<file path="config.mk">
export PLATFORM = sky130hd
export DESIGN_NAME = bp_nonsynth_mem_tag_fifo
export DESIGN_NICKNAME = d
export VERILOG_FILES = /design/src/rtl/bp_nonsynth_mem_tag_fifo.sv
export SDC_FILE = /design/constraint.sdc
export NUM_CORES = 1
export LEC_CHECK = 0
export BUFFER_PORTS_ARGS = -buffer_cell sky130_fd_sc_hd__buf_2
export CAP_MARGIN = 20
export CORE_MARGIN = 5
export CORE_UTILIZATION = 35
export DETAILED_ROUTE_END_ITERATION = 10
export GPL_TIMING_DRIVEN = 0
export PLACE_DENSITY_LB_ADDON = 0.05
export SLEW_MARGIN = 0
export SYNTH_ARGS = -nofsm -noshare
export SYNTH_HDL_FRONTEND = slang
export SYNTH_SLANG_ARGS = --single-unit
</file>
<file path="constraint.sdc">
create_clock -name clk_i -period 4.9 [get_ports clk_i]
set_input_delay 0.98 -clock clk_i [delete_from_list [all_inputs] [get_ports clk_i]]
set_output_delay 0.98 -clock clk_i [all_outputs]
set_load 0.1 [all_outputs]
</file>
<file path="src/rtl/bp_nonsynth_mem_tag_fifo.sv">
// In-order tag FIFO: circular buffer with wrapping read/write pointers and an
// occupancy count. Push and pop may occur together, including when full.
// Ports: clk_i, reset_n_i (async active-low), push_i/pop_i/data_i in;
//        head_c (oldest entry), full_c, empty_c (decoded from count_o),
//        count_o (registered occupancy).
module bp_nonsynth_mem_tag_fifo
  #(parameter int unsigned width_p = 38,
    parameter int unsigned els_p   = 8)
  (input  logic                          clk_i,
   input  logic                          reset_n_i,
   input  logic                          push_i,
   input  logic                          pop_i,
   input  logic [width_p-1:0]            data_i,
   output logic [width_p-1:0]            head_c,
   output logic                          full_c,
   output logic                          empty_c,
   output logic [$clog2(els_p+1)-1:0]    count_o);

  localparam int unsigned ptr_width_lp   = $clog2(els_p);
  localparam int unsigned count_width_lp = $clog2(els_p+1);

  logic [width_p-1:0]      mem_q [els_p];
  logic [ptr_width_lp-1:0] rd_ptr_q;
  logic [ptr_width_lp-1:0] wr_ptr_q;

  // Storage, pointers and count; pointers wrap naturally (depth is 2^n)
  always_ff @(posedge clk_i or negedge reset_n_i) begin
    if (!reset_n_i) begin
      rd_ptr_q <= '0;
      wr_ptr_q <= '0;
      count_o  <= '0;
      for (int i = 0; i < int'(els_p); i++) mem_q[i] <= '0;
    end else begin
      if (push_i) begin
        mem_q[wr_ptr_q] <= data_i;
        wr_ptr_q        <= wr_ptr_q + ptr_width_lp'(1);
      end
      if (pop_i) rd_ptr_q <= rd_ptr_q + ptr_width_lp'(1);
      case ({push_i, pop_i})
        2'b10:   count_o <= count_o + count_width_lp'(1);
        2'b01:   count_o <= count_o - count_width_lp'(1);
        default: count_o <= count_o;
      endcase
    end
  end

  assign head_c  = mem_q[rd_ptr_q];
  assign full_c  = (count_o == count_width_lp'(els_p));
  assign empty_c = (count_o == '0);

endmodule

</file>
---- Word-level counts from Yosys, hierarchy flattened ----
Index checks and enable logic that the tools add are counted.
operators by class
  reductions and logical operators ........ 3
  magnitude comparators ................... 3
  bitwise gates (word level) .............. 2
  $add $sub $neg .......................... 4
  equal/unequal tests ..................... 3
  mux-type cells .......................... 7
operators with widths
  operator                                                     count
  bitwise mux 304 bit                                          1
  binary-select mux 38 bit (select 3 bit)                      1
  demux 38 bit (select 3 bit)                                  1
  two-way mux 38 bit                                           3
  >= comparator 4 bit (second input constant)                  2
  NOT 3 -> 4 bit                                               2
  case mux 4 bit (2 select lines)                              1
  adder 3 x 1 -> 3 bit (second input constant)                 2
  adder 4 x 1 -> 4 bit (second input constant)                 1
  equality test 4 bit (second input constant)                  1
  logical NOT 4 bit                                            1
  less-than comparator 4 x 1 -> 1 bit (second input constant)  1
  subtractor 4 x 1 -> 4 bit (second input constant)            1
  equality test 2 x 1 -> 1 bit (second input constant)         1
  equality test 2 bit (second input constant)                  1
  nonzero test 2 bit                                           1
  logical AND 1 bit                                            1
word-level totals
  input port bits ......................... 42
  bits in registers ....................... 314
  logic and storage cells ................. 33

---- Logic depth before layout (Yosys ltp) ----
  word-level depth ........................ 6
  mapped depth ............................ 9

---- Least setup slack after synthesis ----
Ideal clock, no wire load.
  path kind ............................... reg2out
  start ................................... reg count_o[3]
  end ..................................... out full_c
  setup slack ............................. -0.189 ns
  data required time ...................... 3.920 ns
  data arrival time ....................... 4.109 ns
  cell stages (with the launch flop) ...... 2
  buffers on the path ..................... 0
  cells stage by stage .................... dfrtp_1 > nor4b_1
on the way
  longest elaborated chain between the ends .. 1
ends and longest elaborated chain
  what                      line  source
  start: declaration        17    output logic [$clog2(els_p+1)-1:0] count_o);
  start signal: assignment  40    2'b10: count_o <= count_o + count_width_lp'(1);
  start signal: assignment  41    2'b01: count_o <= count_o - count_width_lp'(1);
  start signal: assignment  42    default: count_o <= count_o;
  equality test 4 bit       48    assign full_c = (count_o == count_width_lp'(els_p));
  end: declaration          15    output logic full_c,
No other way between the ends.

---- Worst setup path after layout ----
  start ................................... reg rd_ptr_q[1]
  end ..................................... out head_c[13]
on the way
  longest elaborated chain between the ends .. 4
ends and longest elaborated chain
  what                                                    line  source
  start: declaration                                      23    logic [ptr_width_lp-1:0] rd_ptr_q;
  start signal: assignment                                38    if (pop_i) rd_ptr_q <= rd_ptr_q + ptr_width_lp'(1);
  NOT 3 -> 4 bit (not written as such)                    47    assign head_c = mem_q[rd_ptr_q];
  binary-select mux 38 bit (select 3 bit)                 47
  two-way mux 38 bit (not written as such) (2 in series)  47
  end: declaration                                        14    output logic [width_p-1:0] head_c,
No other way between the ends. The select of a mux whose other input is x is not followed.

==> results.tsv <==
stage	metric	value	unit
cts	CTS Root Cell	clkbuf_16	
synthesis	largest family of logic cells by synthesized area	multiplexers	
synthesis	Post-Synthesis Net Count	877	
placed_design	placed cell count	1450	
synthesis	Synth Area in XOR/XNOR	0.00552	
timing	Final Hold Viols	0	
detailed_routing	Routed Antenna Nets	0	
critical_path	cells along the critical path	clkbuf_1, buf_2, buf_2, mux4_2, mux2_4, buf_2	
final_layout	number of fill cells	3717	
synthesis	Yosys top cell area share	0.550	
cts	H-tree Lvls	2	
die	I/O pin total	86	
synthesis	number of flops mapped to enable cells by yosys	0	
final_layout	fin nets	1006	
synthesis	most common cell in the synthesized netlist	dfrtp_1	
timing	Tightest Pin Transition	0.921	ns
cts	Post-CTS Resized	0	
critical_path	delay-heaviest family, CP	buffers and inverters	
cts	clk sinks	314	
global_route	largest net degree at the start of global routing	104	
timing	clk_skew	0.0171	ns
synthesis	Netlist Area Pre-Place	14300	sq um
final_layout	Layout area overhead	17.3	%
synthesis	post-synthesis register bit count	314	
critical_path	Crit Path Max Fanout	10	
placed_design	Placer Congestion	0.670	
cts	CTS tree	yes	
timing	RSZ-0062 raised after global routing	false	
detailed_routing	vias	7641	
critical_path	critical path data required time	3.92	ns
placed_design	pre-CTS setup slack	1.62	ns
die	die width	212	microns
synthesis	mux cell area share after synthesis	0.403	
synthesis	Synth async-reset ratio	1.00	
detailed_routing	number of vias per cell	5.03	
min_path	worst hold path type	in -> async	
critical_path	reg2reg start	wr_ptr_q[0]	
global_route	M2 GR Usage	0.249	
die	initial core utilization	0.352	
cts	clock transition at the registers of the reported paths	0.06	ns
die	core area	40600	sq um
cts	Clock Path Buffers	3	
critical_path	max incr delay on CP	0.43	ns
cts	latest clock arrival within the worst-skew pair	0.52	ns
placed_design	number of I/O port buffers	84	
global_route	GRT Total Usage	0.155	
cts	Post-CTS Repair Setup Buffers	0	
critical_path	CP startpoint kind	flip-flop	
detailed_routing	WL per Instance	22.5	microns
synthesis	top cells by count, synth	314 x dfrtp_1, 254 x mux2_1, 63 x mux4_2	
run_status	status	complete, no violations	
synthesis	Post-Synth Simple-Gate Area	0.00867	
timing	relative max-transition margin	0.386	
synthesis	Yosys Warn Count	0	
timing	Final min period	3.77	ns
job	Max Cap Viol	0	
synthesis	Area contributors post-synth	dfrtp_1 55%, mux2_1 20%, mux4_2 9.9%	
timing	fmax	0.265	GHz
synthesis	Unique masters post-synth	31	
critical_path	Most Frequent Cell on Critical Path	buf_2	
timing	fin. max-slew vios	0	
critical_path	element type at the critical path end	output pin	
global_route	GR peak layer	met2	
synthesis	synthesized instance count	830	
global_route	grt met1 use	0.223	
cts	number of buffers created by CTS	39	
timing	Final WS setup	1.13	ns
cts	CTS hold repair buffers	0	
final_layout	fraction of layout cells with a size suffix above 1	0.355	
timing	final setup fails	0	
die	# rows	74	
global_route	initial antenna violation count	3	
synthesis	synthesized-area fraction occupied by adder cells	0.00438	
global_route	Remaining Overflow, GRT	0	
timing	fin crit share	0.770	
critical_path	Slowest-stage cell, CP	buf_2	
die	die extent in y	212	microns
critical_path	WP data arrival	2.79	ns
synthesis	sequential fraction of the synthesis area	0.550	
critical_path	FF-to-FF path depth	5	
global_route	met3 Use GR	0.0279	
detailed_routing	final WL	34.2	mm
placed_design	dpl hpwl	21.3	mm
synthesis	Yosys top cell by area	dfrtp_1	
detailed_routing	drt pass-1 iters	6	
timing	Hold WS	0.340	ns
die	Die ar.	45000	sq um
synthesis	syn avg cell area	17.2	sq um
critical_path	R2R Path End	mem_q[67]	
detailed_routing	# DRC	0	
critical_path	Setup Crit Path Kind	reg -> out	
global_route	first-pass GRT wire length	53.3	mm
synthesis	compound-cell area share of the yosys netlist	0.00175	
critical_path	r2r setup slk	2.92	ns
final_layout	Layout Cells excl Fill	1520	
synthesis	top_reg_cell synth	dfrtp_1	
critical_path	CP bufs+invs	4	
global_route	number of global-route vias before repair	8281	
detailed_routing	drt initial violations	314	
==> cell families (layout without fill, tap and decap cells) <==
| logic type | Yosys count | after routing |
|---|---|---|
| multiplexers | 421 | 421 |
| flip-flops | 314 | 314 |
| buffers and inverters | 58 | 215 |
| AND/OR/NAND/NOR | 19 | 19 |
| XOR/XNOR | 9 | 9 |
| adder cells (fa/ha/maj) | 5 | 5 |
| AO/OA/AOI/OAI | 4 | 4 |
| other | 0 | 1 |
==> worst max path at each step <==
stage	startpoint	end	slack, ns	cells past startpoint
final	rd_ptr_q[1]	head_c[13]	1.13	6
after global routing	rd_ptr_q[1]	head_c[7]	0.97	5
after CTS	rd_ptr_q[1]	head_c[7]	1.04	5
after detailed placement	rd_ptr_q[1]	head_c[7]	1.62	5
after global placement	reset_n_i	mem_q[202]	-3.82	1
after floorplan	count_o[2]	empty_c	0.08	1
==> metal layers <==
metal,part of all wire,routed length (microns)
met1,0.47,16100
met2,0.47,16200
met3,0.035,1210
met4,0.019,639
met5,0.00061,21
==> flip-flops by register name, indices dropped and copies added, names as in the netlist <==
signal,flops
wr_ptr_q,3
mem_q,304
rd_ptr_q,3
count_o,4
==> cell type report <==
type / instances / area (sq um) / share of cell area
timing repair buffer: 88 / 541 / 0.0322
buffer: 57 / 385 / 0.0230
clock buffer: 66 / 1240 / 0.0739
tap: 532 / 666 / 0.0397
sequential: 314 / 7860 / 0.469
clock inverter: 3 / 21.3 / 0.00127
antenna: 1 / 2.50 / 0.000149
multi-input combinational: 458 / 6050 / 0.361
inverter: 1 / 3.75 / 0.000224
==> metrics by stage <==
step | setup TNS, ns | utilization | cell area, sq um
floorplan | 0 | - | 14300
global placement | -1182.54 | 0.378 | 15400
detailed placement | 0 | 0.381 | 15500
CTS | 0 | 0.412 | 16800
global route | 0 | 0.412 | 16800
finish | 0 | 0.413 | 16800
==> worst register-to-register path: stages (launching register included) <==
cell and delay, ns:
dfrtp_1 0.34, buf_2 0.20, nand4b_1 0.14, buf_2 0.37, buf_2 0.42, mux2_1 0.38
==> cells in the final DEF (no fill, tap or decap), types with 2 or more instances in the layout <==
master	netlist	routed
nand2_1	3	3
clkbuf_4	3	3
nor3_1	2	2
xor2_1	6	6
xnor2_1	3	3
buf_2	31	114
mux2_4	29	29
clkbuf_16	0	41
clkbuf_8	0	12
clkbuf_1	7	20
mux4_2	63	63
ha_1	5	5
mux4_1	13	13
a21oi_1	2	2
mux2_2	62	62
clkinv_2	0	2
nand4b_1	3	3
mux2_1	254	254
buf_4	9	9
buf_6	3	3
dfrtp_1	314	314
nor2b_1	3	3
buf_12	4	4
buf_16	0	4
Power is not shown: default switching activity piles up to over one toggle a cycle in this logic, so the estimate is an artifact.
